File: src/rtl/prog_loader_pkg.sv
// Shared definitions for the program loader: state encoding, LED code
// shown while the CPU runs, and the default debounce length.
package prog_loader_pkg;

  typedef logic [1:0] state_t;

  localparam state_t ST_IDLE  = 2'd0;
  localparam state_t ST_WRITE = 2'd1;
  localparam state_t ST_RUN   = 2'd2;

  localparam logic [7:0] LED_RUN_CODE = 8'hFF;

  // 10 ms of stable level at 12 MHz
  localparam int DEBOUNCE_CYCLES_DEF = 120000;

endpackage

File: src/rtl/prog_loader_btn_debounce.sv
// Push-button conditioner: 2-flop synchronizer, consecutive-sample
// debouncer, and a single-cycle pulse on each accepted press.
module btn_debounce
  import prog_loader_pkg::*;
#(
  parameter int DEBOUNCE_CYCLES = DEBOUNCE_CYCLES_DEF
) (
  input  logic CLK_12MHz,
  input  logic RST,
  input  logic btn,
  output logic level,
  output logic press
);

  localparam int CNT_W = $clog2(DEBOUNCE_CYCLES) + 1;
  localparam logic [CNT_W-1:0] CNT_LAST = CNT_W'(DEBOUNCE_CYCLES - 1);

  logic sync_0;
  logic sync_1;
  logic [CNT_W-1:0] cnt;

  // Bring the raw button into the clock domain.
  always_ff @(posedge CLK_12MHz or posedge RST) begin
    if (RST) begin
      sync_0 <= 1'b0;
      sync_1 <= 1'b0;
    end else begin
      sync_0 <= btn;
      sync_1 <= sync_0;
    end
  end

  // Count consecutive samples that differ from the accepted level; any
  // sample matching the level restarts the count, so glitches are dropped.
  always_ff @(posedge CLK_12MHz or posedge RST) begin
    if (RST) begin
      cnt   <= '0;
      level <= 1'b0;
      press <= 1'b0;
    end else begin
      press <= 1'b0;
      if (sync_1 == level) begin
        cnt <= '0;
      end else if (cnt == CNT_LAST) begin
        cnt   <= '0;
        level <= sync_1;
        press <= sync_1;
      end else begin
        cnt <= cnt + CNT_W'(1);
      end
    end
  end

endmodule

File: src/rtl/prog_loader.sv
// Front-panel program loader: debounced buttons write DIP-switch bytes
// into program memory and start/stop the CPU.
//
// state    | meaning
// ---------+-----------------------------------------------------------
// ST_IDLE  | loading mode, CPU held, waiting for a load or run press
// ST_WRITE | mem_we high for one cycle, pointer advances
// ST_RUN   | CPU released, loads ignored, run press returns to loading
module prog_loader
  import prog_loader_pkg::*;
#(
  parameter int DEBOUNCE_CYCLES = DEBOUNCE_CYCLES_DEF,
  parameter int MEM_DEPTH       = 256
) (
  input  logic       CLK_12MHz,
  input  logic       RST,
  input  logic [7:0] data_in,
  input  logic       load_btn,
  input  logic       run_btn,
  output logic       mem_we,
  output logic [7:0] mem_addr,
  output logic [7:0] mem_wdata,
  output logic       cpu_hold,
  output logic       cpu_start,
  output logic       full,
  output logic [7:0] LED
);

  localparam logic [7:0] PTR_LAST = 8'(MEM_DEPTH - 1);

  state_t     state;
  logic [7:0] ptr;
  logic       run_pend;
  logic       load_level;
  logic       load_press;
  logic       run_level;
  logic       run_press;

  btn_debounce #(.DEBOUNCE_CYCLES(DEBOUNCE_CYCLES)) u_load_db (
    .CLK_12MHz (CLK_12MHz),
    .RST       (RST),
    .btn       (load_btn),
    .level     (load_level),
    .press     (load_press)
  );

  btn_debounce #(.DEBOUNCE_CYCLES(DEBOUNCE_CYCLES)) u_run_db (
    .CLK_12MHz (CLK_12MHz),
    .RST       (RST),
    .btn       (run_btn),
    .level     (run_level),
    .press     (run_press)
  );

  // Loader sequencing; run presses take priority over loads, and a run
  // press seen mid-write is parked until the write has finished.
  always_ff @(posedge CLK_12MHz or posedge RST) begin
    if (RST) begin
      state     <= ST_IDLE;
      ptr       <= 8'd0;
      full      <= 1'b0;
      run_pend  <= 1'b0;
      mem_we    <= 1'b0;
      mem_addr  <= 8'd0;
      mem_wdata <= 8'd0;
      cpu_hold  <= 1'b1;
      cpu_start <= 1'b0;
    end else begin
      mem_we    <= 1'b0;
      cpu_start <= 1'b0;
      case (state)
        ST_IDLE: begin
          if (run_press || run_pend) begin
            state     <= ST_RUN;
            run_pend  <= 1'b0;
            cpu_hold  <= 1'b0;
            cpu_start <= 1'b1;
          end else if (load_press && !full) begin
            mem_addr  <= ptr;
            mem_wdata <= data_in;
            mem_we    <= 1'b1;
            state     <= ST_WRITE;
          end
        end
        ST_WRITE: begin
          if (ptr == PTR_LAST) begin
            ptr  <= 8'd0;
            full <= 1'b1;
          end else begin
            ptr <= ptr + 8'd1;
          end
          if (run_press) begin
            run_pend <= 1'b1;
          end
          state <= ST_IDLE;
        end
        ST_RUN: begin
          if (run_press) begin
            state    <= ST_IDLE;
            cpu_hold <= 1'b1;
            ptr      <= 8'd0;
            full     <= 1'b0;
          end
        end
        default: state <= ST_IDLE;
      endcase
    end
  end

  // Front-panel LEDs: next write address, or the run code while running.
  always_comb begin
    LED = ptr;
    if (state == ST_RUN) begin
      LED = LED_RUN_CODE;
    end
  end

endmodule

File: config.mk
export PLATFORM = sky130hd
export DESIGN_NAME = prog_loader
export DESIGN_NICKNAME = d
export VERILOG_FILES = /design/src/rtl/prog_loader_pkg.sv /design/src/rtl/prog_loader_btn_debounce.sv /design/src/rtl/prog_loader.sv
export SDC_FILE = /design/constraint.sdc
export NUM_CORES = 1
export LEC_CHECK = 0
export CAP_MARGIN = 20
export CORE_MARGIN = 5
export CORE_UTILIZATION = 30
export DETAILED_ROUTE_END_ITERATION = 8
export HOLD_SLACK_MARGIN = 0.02
export PLACE_DENSITY = 0.46
export SETUP_SLACK_MARGIN = 0.5
export SYNTH_ARGS = -nofsm -noshare
export SYNTH_HDL_FRONTEND = slang
export SYNTH_SLANG_ARGS = --single-unit
File: constraint.sdc
create_clock -name CLK_12MHz -period 7.55 [get_ports CLK_12MHz]
set_input_delay 1.51 -clock CLK_12MHz [delete_from_list [all_inputs] [get_ports CLK_12MHz]]
set_output_delay 1.51 -clock CLK_12MHz [all_outputs]
set_load 0.005 [all_outputs]
==> impl_metrics.ini, run 1 <==
[global_route]
grt_max_degree = 76
antenna_found_initial = 0
grt-ovfl-total = 0
grt.total_usage = 0.103
grt_pass1_wl_microns = 12000
grt_pass1_vias = 2356

[setup_path]
crit_end = LED[3]
timing.rr.start = u_load_db.cnt[0]
r2r_slack_ns = 5.58
arrival_ns = 1.80
cp-startpoint = state[0]
endpoint_kind = primary output
reg2regPathDepth = 5
worstPathMaxFanout = 9
worstSetupPathType = reg -> out
start_kind = flop
worstReg2RegEnd = u_load_db.cnt[2]
cp.required_ns = 6.04

[routing]
wl_per_cell_microns = 13.8
dr.pass1.iters = 4
vias_per_cell = 4.82
final_antenna_net_count = 0
num_vias = 2456
drt_iter0_drc = 125
finalWirelength_microns = 7030
drc = 0

[floorplanning]
dieWidth_microns = 118
die_h_microns = 118
core-area_sq_um = 11400
die_area_sq_um = 13800
initial_utilization = 0.305
placementRows = 39
io_pins = 40

[flow_run]
cap_violations = 0

[synth]
syn_area_sq_um = 3470
synth_xor_area_frac = 0.0783
avgSynthCellArea_sq_um = 10.9
synthFlopType = dfrtp_1
synth_top_family_by_area = simple AND/OR/NAND/NOR gates
synth-adder-area-share = 0.0108
muxShareOfSynthArea = 0.0581
ys_seq_area_frac = 0.541
synthCells = 319
syn-num-nets = 334
ys_seq_elements = 75
synth_compound_area_frac = 0.0505
yosys.area_share.simple = 0.240
synth_cell_types = 41
synth_edf_count = 0
yosysWarnings = 0
synth_async_sr_flop_share = 1.00

[sta]
hold_viol_final = 0
period_share = 0.438
hold_ws_ns = 0.348
setup_viol = 0
post-route-min-period_ns = 3.31
drv_slew = 0
tightest_slew_ns = 0.709
tns_ns = 0
rsz0062_at_grt = no
fin_skew_ns = 0.00692
relSlewSlack = 0.527
fmax_ghz = 0.302

[placement]
dpl.cell_count = 492
portBuffers = 39
hpwl_microns = 4760
postPlaceCellArea_sq_um = 3990
gp_congestion = 0.732

[clock_tree]
cts-root-buf = clkbuf_16
clk_pin_slew_ns = 0.06
clock_latency_ns = 0.33
cts_buffer_depth = 2
post_cts_buffers = 0
cts_hold_buf = 0
clock_sinks = 75
cts-resized-gates = 0
h-tree-depth = 3
cts_tree = built
cts_inserted_buffers = 9

[power]
p_per_area_nw_per_um2 = 209
p_leak_nw = 1.85
peakVddDrop_uv = 84.5

[cells_and_area]
fin_area_sq_um = 4360
syn_to_final_growth_pct = 25.8
nets = 377
drive_gt1_frac = 0.123
antennaDiodeCount = 0
layoutNonFillerInstCount = 510
num-fill-cells = 1148

[hold_path]
hold_depth = 0
hp-class = reg -> reg

[outcome]
status = finished clean
==> power breakdown <==
part           total, mW  switching [mW]  internal (mW)  leakage [nW]
Combinational     0.0302          0.0153         0.0150         0.683
Clock              0.468           0.161          0.307         0.159
Sequential         0.412         0.00433          0.408          1.01
Total              0.911           0.181          0.730          1.85
==> worst max-delay path, cell delays in order (launching register included) <==
cell,delay [ns]
dfrtp_1,0.45
nand2b_1,0.36
nand2b_1,0.16
clkdlybuf4s50_1,0.51
==> cells by family (layout without fill, tap and decap cells) <==
logic type | Yosys count | count (layout)
xor+xnor | 31 | 31
flops | 75 | 75
compound gates | 30 | 30
buf+inv | 15 | 63
fa+ha+maj | 3 | 3
simple gates | 147 | 147
mux | 18 | 18
==> area by class of cell <==
| class | count | area, sq um | share of cell area |
|---|---|---|---|
| Inverter | 5 | 18.8 | 0.00430 |
| Tap cell | 143 | 179 | 0.0410 |
| Multi-Input combinational cell | 229 | 1520 | 0.348 |
| Timing Repair Buffer | 42 | 440 | 0.101 |
| Clock inverter | 4 | 72.6 | 0.0166 |
| Clock buffer | 12 | 256 | 0.0588 |
| Sequential cell | 75 | 1880 | 0.430 |
==> stage by stage <==
stage                     setup slack [ns]  power, mW   util
after floorplan                       4.13      0.433      -
after global placement                4.59      0.449  0.351
after detailed placement              4.55      0.449  0.351
after CTS                             4.19      0.925  0.380
after global routing                  4.09      0.948  0.384
final                                 4.24      0.911  0.384
==> Yosys cell counts, drive strengths merged, types with 3 or more instances <==
cell type | n | area (sq um)
and4 | 8 | 72.6
nand2 | 15 | 56.3
nand4b | 4 | 35.0
and2 | 3 | 18.8
and3 | 9 | 57.6
o21ai | 13 | 72.6
nor3 | 8 | 40.0
dfrtp | 74 | 1850
nand2b | 10 | 62.6
nor4 | 4 | 25.0
xor2 | 16 | 140
a21oi | 10 | 50.1
ha | 3 | 37.5
inv | 5 | 18.8
or4 | 3 | 22.5
nor2 | 37 | 139
buf | 7 | 40.0
clkbuf | 3 | 12.5
nand3 | 19 | 100
nand4 | 16 | 100
o31ai | 3 | 22.5
xnor2 | 15 | 131
mux2 | 17 | 191
nor2b | 4 | 25.0
==> sequential cells by signal (all words and copies together), names as in the netlist, 2 cells and up <==
signal and cells:
state 2, mem_addr 8, ptr 8, mem_wdata 8, u_load_db.cnt 18, u_run_db.cnt 18
==> placed cells by master (no fill, tap or decap), types with 7 or more instances in the layout <==
cell type | Yosys | final
nor3_1 | 8 | 8
xnor2_1 | 15 | 15
and4_1 | 7 | 7
xor2_1 | 16 | 16
clkbuf_16 | 0 | 9
o21ai_0 | 11 | 11
nand2_1 | 15 | 15
nor2_1 | 37 | 37
nand4_1 | 16 | 16
clkdlybuf4s50_1 | 0 | 39
nand2b_1 | 10 | 10
nand3_1 | 18 | 18
a21oi_1 | 10 | 10
dfrtp_1 | 74 | 74
and3_1 | 8 | 8
mux2_2 | 17 | 17
==> worst min path at each step <==
stage                  endpoint              from  slack, ns
3_3_place_gp    u_run_db.sync_1   u_run_db.sync_0       0.34
4_1_cts         u_run_db.sync_1   u_run_db.sync_0       0.35
3_5_place_dp    u_run_db.sync_1   u_run_db.sync_0       0.34
2_1_floorplan  u_load_db.sync_1  u_load_db.sync_0       0.33
6_report        u_run_db.sync_1   u_run_db.sync_0       0.35
5_1_grt         u_run_db.sync_1   u_run_db.sync_0       0.37
==> per-layer routing <==
layer  wire [microns]  track usage
met1             3430        0.139
met2             3230        0.159
met3              301       0.0360
met4               63       0.0280
met5                0            0
Note: power is estimated with default switching activity, not from simulation.
==> run 2, diff against run 1 <==
--- a/config.mk
+++ b/config.mk
@@ -10,7 +10,7 @@
 export CORE_UTILIZATION = 30
 export DETAILED_ROUTE_END_ITERATION = 8
 export HOLD_SLACK_MARGIN = 0.02
-export PLACE_DENSITY = 0.46
+export PLACE_DENSITY = 0.48
 export SETUP_SLACK_MARGIN = 0.5
 export SYNTH_ARGS = -nofsm -noshare
 export SYNTH_HDL_FRONTEND = slang
==> constraint.sdc (replaced) <==
create_clock -name CLK_12MHz -period 3 [get_ports CLK_12MHz]
set_input_delay 0.6 -clock CLK_12MHz [delete_from_list [all_inputs] [get_ports CLK_12MHz]]
set_output_delay 0.6 -clock CLK_12MHz [all_outputs]
set_load 0.005 [all_outputs]
==> run 2 against run 1 <==
Effect of this change:
- non-clock buffer count unchanged
- clock-buffer cell count down 2
- die area unchanged
- total power grew to 2.7 times the previous value
- largest power group unchanged
- critical path type unchanged
- routed wire length fell by 1.9%
- largest cell class unchanged
- global-route usage grew 0.25 points
- final cell count unchanged
==> impl_metrics.ini, run 2 (same netlist as run 1, synthesis figures left out) <==
[hold_path]
hold_path_end = u_run_db.sync_1
hold_depth = 0
hp-class = reg -> reg
hp-start = u_run_db.sync_0

[clock_tree]
clock_sinks = 75
cts_hold_buf = 0
clock_latency_ns = 0.33
post_cts_buffers = 0
clk_pin_slew_ns = 0.06
h-tree-depth = 3
cts-root-buf = clkbuf_16
cts_inserted_buffers = 9
cts-resized-gates = 0
cts_tree = built
cts_buffer_depth = 2

[placement]
gp_congestion = 0.799
hpwl_microns = 4880
portBuffers = 39

[cells_and_area]
top_regs = u_load_db.cnt x18, u_run_db.cnt x18
final_common_cell = dfrtp_1
layout_common_cells = dfrtp_1 (74), clkdlybuf4s50_1 (39), nor2_1 (37)
nets = 377
antennaDiodeCount = 0
drive_gt1_frac = 0.125
syn_to_final_growth_pct = 26.7

[routing]
final_antenna_net_count = 0
drc = 0
finalWirelength_microns = 6890
dr.pass1.iters = 4
num_vias = 2430
wl_per_cell_microns = 13.5
vias_per_cell = 4.76
drt_iter0_drc = 125

[setup_path]
timing.rr.start = u_load_db.cnt[0]
r2r_slack_ns = 1.07
worstPathMaxFanout = 9
arrival_ns = 1.72
start_kind = flop
endpoint_kind = primary output
reg2regPathDepth = 5
cp.required_ns = 2.40
worstSetupPathType = reg -> out
worstReg2RegEnd = u_load_db.cnt[14]

[global_route]
grt_pass1_wl_microns = 12000
antenna_found_initial = 0
grt-ovfl-total = 0
grt.total_usage = 0.106
grt_max_degree = 32
grt_pass1_vias = 2365

[power]
peakVddDrop_uv = 272
finalPower_mw = 2.42
p_leak_nw = 1.86
p_per_area_nw_per_um2 = 552

[sta]
relSlewSlack = 0.523
fin_skew_ns = 0.00593
drv_slew = 0
post-route-min-period_ns = 2.32
tightest_slew_ns = 0.716
fmax_ghz = 0.431
rsz0062_at_grt = no
setup_viol = 0
period_share = 0.773
tns_ns = 0
hold_viol_final = 0
hold_ws_ns = 0.357

[floorplanning]
io_pins = 40
core-area_sq_um = 11400
initial_utilization = 0.305
die_area_sq_um = 13800
placementRows = 39
dieWidth_microns = 118
die_h_microns = 118

[flow_run]
cap_violations = 0

[outcome]
status = finished clean
==> run 2: changes by cell type in the layout (fill, tap and decap cells not counted), sizes merged <==
| cell | previous run | this run |
|---|---|---|
| bufinv | 2 | 4 |
| clkbuf | 12 | 10 |
| clkinv | 1 | 2 |
| inv | 5 | 4 |
==> run 2: metal layers <==
layer,GRT usage,up-vias,part of all wire
li1,-,1222,-
met1,0.144,1156,0.51
met2,0.154,42,0.44
met3,0.0288,10,0.035
met4,0.0538,0,0.022
met5,0,-,0
==> run 2: worst max-delay path, stage by stage, from the launching register on <==
cell	delay, ns
dfrtp_1	0.45
nand2b_2	0.31
nand2b_1	0.13
clkdlybuf4s50_1	0.50
==> run 2: power by group <==
part / leakage, nW / switching, mW / internal (mW)
sequential: 1.01 / 0.0107 / 1.03
combinational: 0.673 / 0.0385 / 0.0367
clock: 0.177 / 0.412 / 0.900
total: 1.86 / 0.461 / 1.96
==> run 2: area by class of cell <==
type                    instances  area [sq um]
clock buffers                  10           229
clock inverters                 6           138
inverters                       5          22.5
well taps                     143           179
multi-input cells             229          1520
flip-flops and latches         75          1880
fillers                      1150          6980
repair buffers                 42           425
==> run 2: how the worst max path moves through the flow <==
stage	start	end	slack [ns]	cells after the start
6_report	state[0]	LED[4]	0.68	3
5_1_grt	state[0]	LED[4]	0.55	3
4_1_cts	state[0]	LED[2]	0.54	3
3_5_place_dp	state[0]	LED[2]	0.90	3
3_3_place_gp	state[0]	LED[2]	0.95	3
2_1_floorplan	u_load_db.cnt[0]	u_load_db.level	1.34	6
==> run 2: per-stage QoR <==
| stage | setup WS (ns) | instances | utilization | instance area (sq um) |
|---|---|---|---|---|
| after floorplan | 1.34 | 319 | - | 3470 |
| after global placement | 0.945 | 494 | 0.354 | 4020 |
| after detailed placement | 0.905 | 494 | 0.354 | 4020 |
| after CTS | 0.535 | 510 | 0.386 | 4390 |
| after global routing | 0.553 | 510 | 0.386 | 4390 |
| final | 0.681 | 510 | 0.386 | 4390 |
==> run 3, diff against run 2 <==
==> constraint.sdc (replaced) <==
create_clock -name CLK_12MHz -period 2.1 [get_ports CLK_12MHz]
set_input_delay 0.42 -clock CLK_12MHz [delete_from_list [all_inputs] [get_ports CLK_12MHz]]
set_output_delay 0.42 -clock CLK_12MHz [all_outputs]
set_load 0.005 [all_outputs]
==> run 3 against run 2 <==
Effect of this change:
- setup slack worse by 0.18 ns
- critical path depth is 1 higher
- first-iteration DRC count is 14% lower
- routed wire length rose by 3.5%
- flip-flop and latch count stayed put
- total power up 31%
- utilization is 1.6 points higher
- final area grew 4.1%
- die area did not move
- register-to-register slack worse by 0.49 ns
- largest cell class unchanged
- largest power group unchanged
- highest routed layer unchanged
==> impl_metrics.ini, run 3 (same netlist as run 1, synthesis figures left out) <==
[setup_path]
worstReg2RegEnd = u_run_db.level
cp_common_cell = nand2b_4
cpPeakStageDelay_ns = 0.37
critPathTopFamily = flip-flops
reg2regPathDepth = 5
endpoint_kind = primary output
worstPathMaxFanout = 5
worstSetupPathType = reg -> out
path_depth = 4
worstPathCellList = nand2b_4 > buf_6 > nand2b_4 > buf_2
arrival_ns = 1.18
cpMaxStageDelayCell = dfrtp_1
timing.rr.start = u_run_db.cnt[0]
cp.required_ns = 1.68
start_kind = flop
r2r_slack_ns = 0.58
critPathBufInv = 2

[power]
finalPower_mw = 3.17
p_sw_uw = 657
p_int_mw = 2.51
p_per_area_nw_per_um2 = 694
peakVddDrop_uv = 306
p_comb_frac = 0.037
p_seq_frac = 0.468
p_leak_nw = 2.02
p_sw_frac = 0.207
clock_power_share = 0.495

[placement]
portBuffers = 39
place_ws_ns = 0.277
gp_congestion = 0.779
hpwl_microns = 4940
dpl.cell_count = 499

[sta]
tightest_slew_ns = 0.375
relSlewSlack = 0.748
drv_slew = 0
tns_ns = 0
setup_ws_ns = 0.500
fmax_ghz = 0.625
period_share = 0.762
setup_viol = 0
fin_skew_ns = 0.00991
hold_viol_final = 0
rsz0062_at_grt = yes
post-route-min-period_ns = 1.60

[clock_tree]
cts_hold_buf = 0
cts_tree = built
clock_sinks = 75
clock_latency_ns = 0.33
cts-root-buf = clkbuf_16
clk_pin_slew_ns = 0.06
h-tree-depth = 3
cts_inserted_buffers = 9
cts_buffer_depth = 2

[routing]
vias_per_cell = 4.85
finalWirelength_microns = 7130
wl_per_cell_microns = 13.5
dr.pass1.iters = 4
drt_iter0_drc = 108
num_vias = 2554
drc = 0
final_antenna_net_count = 0

[cells_and_area]
nets = 394
post-route-util = 0.402
layoutNonFillerInstCount = 527
final_common_cell = dfrtp_1
antennaDiodeCount = 0
drive_gt1_frac = 0.247
top_regs = u_load_db.cnt x18, u_run_db.cnt x18
layout_common_cells = dfrtp_1 (64), nor2_1 (37), mux2_2 (17), nand3_1 (17)
syn_to_final_growth_pct = 31.8

[global_route]
grt_max_degree = 52
grt-ovfl-total = 0
grt.total_usage = 0.108
grt_pass1_wl_microns = 12500
antenna_found_initial = 0
grt_pass1_vias = 2488

[floorplanning]
placementRows = 39
io_pins = 40
die_h_microns = 118
initial_utilization = 0.305
core-area_sq_um = 11400
die_area_sq_um = 13800
dieWidth_microns = 118

[outcome]
status = finished clean

[hold_path]
hp-start = u_run_db.sync_0
hp-class = reg -> reg
hold_depth = 0
hold_path_end = u_run_db.sync_1

[flow_run]
cap_violations = 0
run 3: changes by cell type in the layout (fill, tap and decap cells not counted), moves of 3 or more:
cell and delta:
dfrtp_2 +10, bufinv_16 -3, dlymetal6s2s_1 +3, nand2b_4 +5
dlygate4sd2_1 +16, nand2b_1 -4, clkdlybuf4s50_1 -27, dfrtp_1 -10
buf_4 +11, buf_2 +4, buf_6 +10
run 3: how the worst max path moves through the flow:
stage	start	end	slack, ns
CTS	state[0]	LED[4]	0.34
global placement	state[1]	LED[4]	0.31
detailed placement	state[1]	LED[4]	0.28
global route	state[0]	LED[4]	0.42
finish	state[0]	LED[4]	0.50
floorplan	u_load_db.cnt[0]	u_load_db.cnt[16]	0.50
run 3: cell type report:
cell class | instances | area (sq um)
fill | 1119 | 6800
sequential | 75 | 1890
multi-input combinational | 229 | 1630
timing repair buffer | 59 | 548
clock buffer | 13 | 260
tap | 143 | 179
clock inverter | 3 | 46.3
inverter | 5 | 22.5
run 3: timing repair:
item / in CTS / in global routing
setup buffers: 8 / 4
endpoints found under the setup margin: 26 / 55
gates cloned: 0 / 0
pin swaps: 1 / 4
resized for setup: 53 / 37
run 3: stage by stage:
stage / cell area, sq um / hold slack [ns]
after floorplan: 3480 / 0.331
after global placement: 4070 / 0.339
after detailed placement: 4070 / 0.336
after CTS: 4400 / 0.352
after global routing: 4570 / 0.364
final: 4570 / 0.349
run 3: power by group through the flow:
| stage | Sequential [mW] | Clock [mW] | Combinational [mW] |
|---|---|---|---|
| global route | 1.49 | 1.68 | 0.135 |
| global placement | 1.51 | 0 | 0.119 |
| finish | 1.48 | 1.57 | 0.117 |
| CTS | 1.48 | 1.62 | 0.117 |
| detailed placement | 1.51 | 0 | 0.118 |
| floorplan | 1.51 | 0 | 0.0534 |
run 3: metal layers:
metal / up-vias / routed length [microns] / share of wire / GRT usage
li1: 1261 / - / - / -
met1: 1232 / 3580 / 0.50 / 0.148
met2: 50 / 3120 / 0.44 / 0.161
met3: 11 / 331 / 0.046 / 0.0346
met4: 0 / 108 / 0.015 / 0.0387
met5: - / 0 / 0 / 0
==> RTL edit (flow settings as in run 3) <==
Change the package constant `DEBOUNCE_CYCLES_DEF` from 120000 to 480000.
--- a/src/rtl/prog_loader_pkg.sv
+++ b/src/rtl/prog_loader_pkg.sv
@@ -11,7 +11,7 @@
   localparam logic [7:0] LED_RUN_CODE = 8'hFF;
 
   // 10 ms of stable level at 12 MHz
-  localparam int DEBOUNCE_CYCLES_DEF = 120000;
+  localparam int DEBOUNCE_CYCLES_DEF = 480000;
 
 endpackage
 
Behaviour: same outputs for any inputs over 10 cycles, from zero or initial values and one cycle with RST high; that may be too few to reach the edited logic, so the function may still have changed.
==> RTL edit against run 3 <==
Routed wire length is 7.4% higher; area after synthesis is 3.0% higher; power is 3.6% higher; sequential cell count is 4 higher; setup slack worse by 370 ps; via count is 6.8% higher; global-route usage is 0.76 points higher; core utilization is 2.4 points higher; critical path depth stayed put; final area is 7.7% higher; critical endpoint is now u_load_db.level$_DFFE_PP0P_; largest power group unchanged.
==> RTL edit: results <==
[placed_design]
hpwlAfterDp_um = 5090
dp.cells = 526
dpl_worst_slack_ps = 58.8
routabilityCongestion = 0.782

[final_layout]
antenna_cells = 0
nNetsFinal = 434
layout-drive-gt1-share = 0.285
reg_top3 = "u_load_db.cnt: 20 flops, u_run_db.cnt: 20 flops"

[synthesis]
synth_compound_area_frac = 0.0581
yosys_warnings = 0
synth_async_sr_flop_share = 1.00
synth_mux_area_frac = 0.0687
yosysUniqueCellTypes = 46
synth_nets = 349
synthTopCellsByArea = "dfrtp_1, xnor2_1, nor2_1"
synth_adder_area_share = 0.0105
synth.yosys.seq_area_share = 0.554
netlist_instances = 334
synth_commonest_cells = "dfrtp_1, nor2_1, xnor2_1, nand2_1, mux2_2"
synth-xor-area-share = 0.0785

[min_path]
whs_endpoint = "u_load_db.sync_1$_DFF_PP0_"
hp-class = "reg2reg"
holdPathStages = 0
hp-start = "u_load_db.sync_0$_DFF_PP0_"

[worst_setup_path]
r2r.worst_path.cells = 4
cp-startpoint = "u_load_db.cnt[15]$_DFF_PP0_"
arrival_ps = 2190
worstPathMaxFanout = 4
r2r_start = "u_load_db.cnt[15]$_DFF_PP0_"
endpoint = "u_load_db.level$_DFFE_PP0P_"
ff2ff_setup_slack_ps = 130

[route]
routed_wl_um = 7660
viasPerCell = 4.81
drtIter0Drc = 148
routedWlPerCell_um = 13.5

[run_status]
status = "finished clean"

[clocking]
root_buffer = "clkbuf_16"
htree_num_levels = 3
cts_buffer_depth = 2

[global_route]
grt_pass1_vias = 2728
track_usage = 0.116
grt_max_degree = 27
grt_pass1_wl_um = 13400

[power_and_ir_drop]
vdd_drop_max_v = 0.000501
internal-power_mw = 2.57
leakagePower_nw = 2.21

[sta]
tightest_slew_ps = 583
period_minus_slack_ps = 1970
finalHoldViolCount = 0
finClkSkew_ps = 6.47
hold_slack_ps = 349
RTL edit: logic make-up after synthesis:
kind of cell             Yosys count
AND/OR/NAND/NOR                  146
flip-flops                        79
AO/OA/AOI/OAI                     32
XOR/XNOR                          32
multiplexers                      22
buffers and inverters             20
adder cells (fa/ha/maj)            3
RTL edit: layout make-up:
| class | instances | area (µm²) |
|---|---|---|
| Clock buffer | 10 | 239 |
| Fill cell | 1108 | 6640 |
| Clock inverter | 6 | 70.1 |
| Sequential cell | 79 | 1980 |
| Tap cell | 143 | 179 |
| Timing Repair Buffer | 80 | 707 |
| Inverter | 13 | 52.6 |
| Multi-Input combinational cell | 236 | 1700 |
RTL edit: critical path, stage by stage (launching register included):
cell and delay (ps):
dfrtp_1 370, or4_1 510, or4_4 430, or2_4 260
mux2_4 290
RTL edit: what timing repair did:
action,in CTS,in global routing
buffers inserted,17,6
setup endpoints to repair,70,53
resized for setup,67,23
endpoints found under the hold margin,0,0
cloned,2,0
pin swaps,8,10
RTL edit: stage by stage:
stage,area (µm²),util
5_1_grt,4920,0.426
4_1_cts,4830,0.418
3_5_place_dp,4320,0.374
2_1_floorplan,3640,-
6_report,4920,0.426
3_3_place_gp,4320,0.374
RTL edit: power by group through the flow:
stage	sequential [mW]	clock, mW	combinational, mW
after floorplan	1.59	0	0.0604
after global placement	1.59	0	0.129
after detailed placement	1.59	0	0.130
after CTS	1.56	1.63	0.142
after global routing	1.56	1.71	0.160
final	1.56	1.58	0.140
RTL edit: metal layers:
layer  GRT usage  wire length (µm)
met2       0.177              3590
met1       0.154              3660
met4      0.0398                98
met5           0                 0
met3      0.0389               312
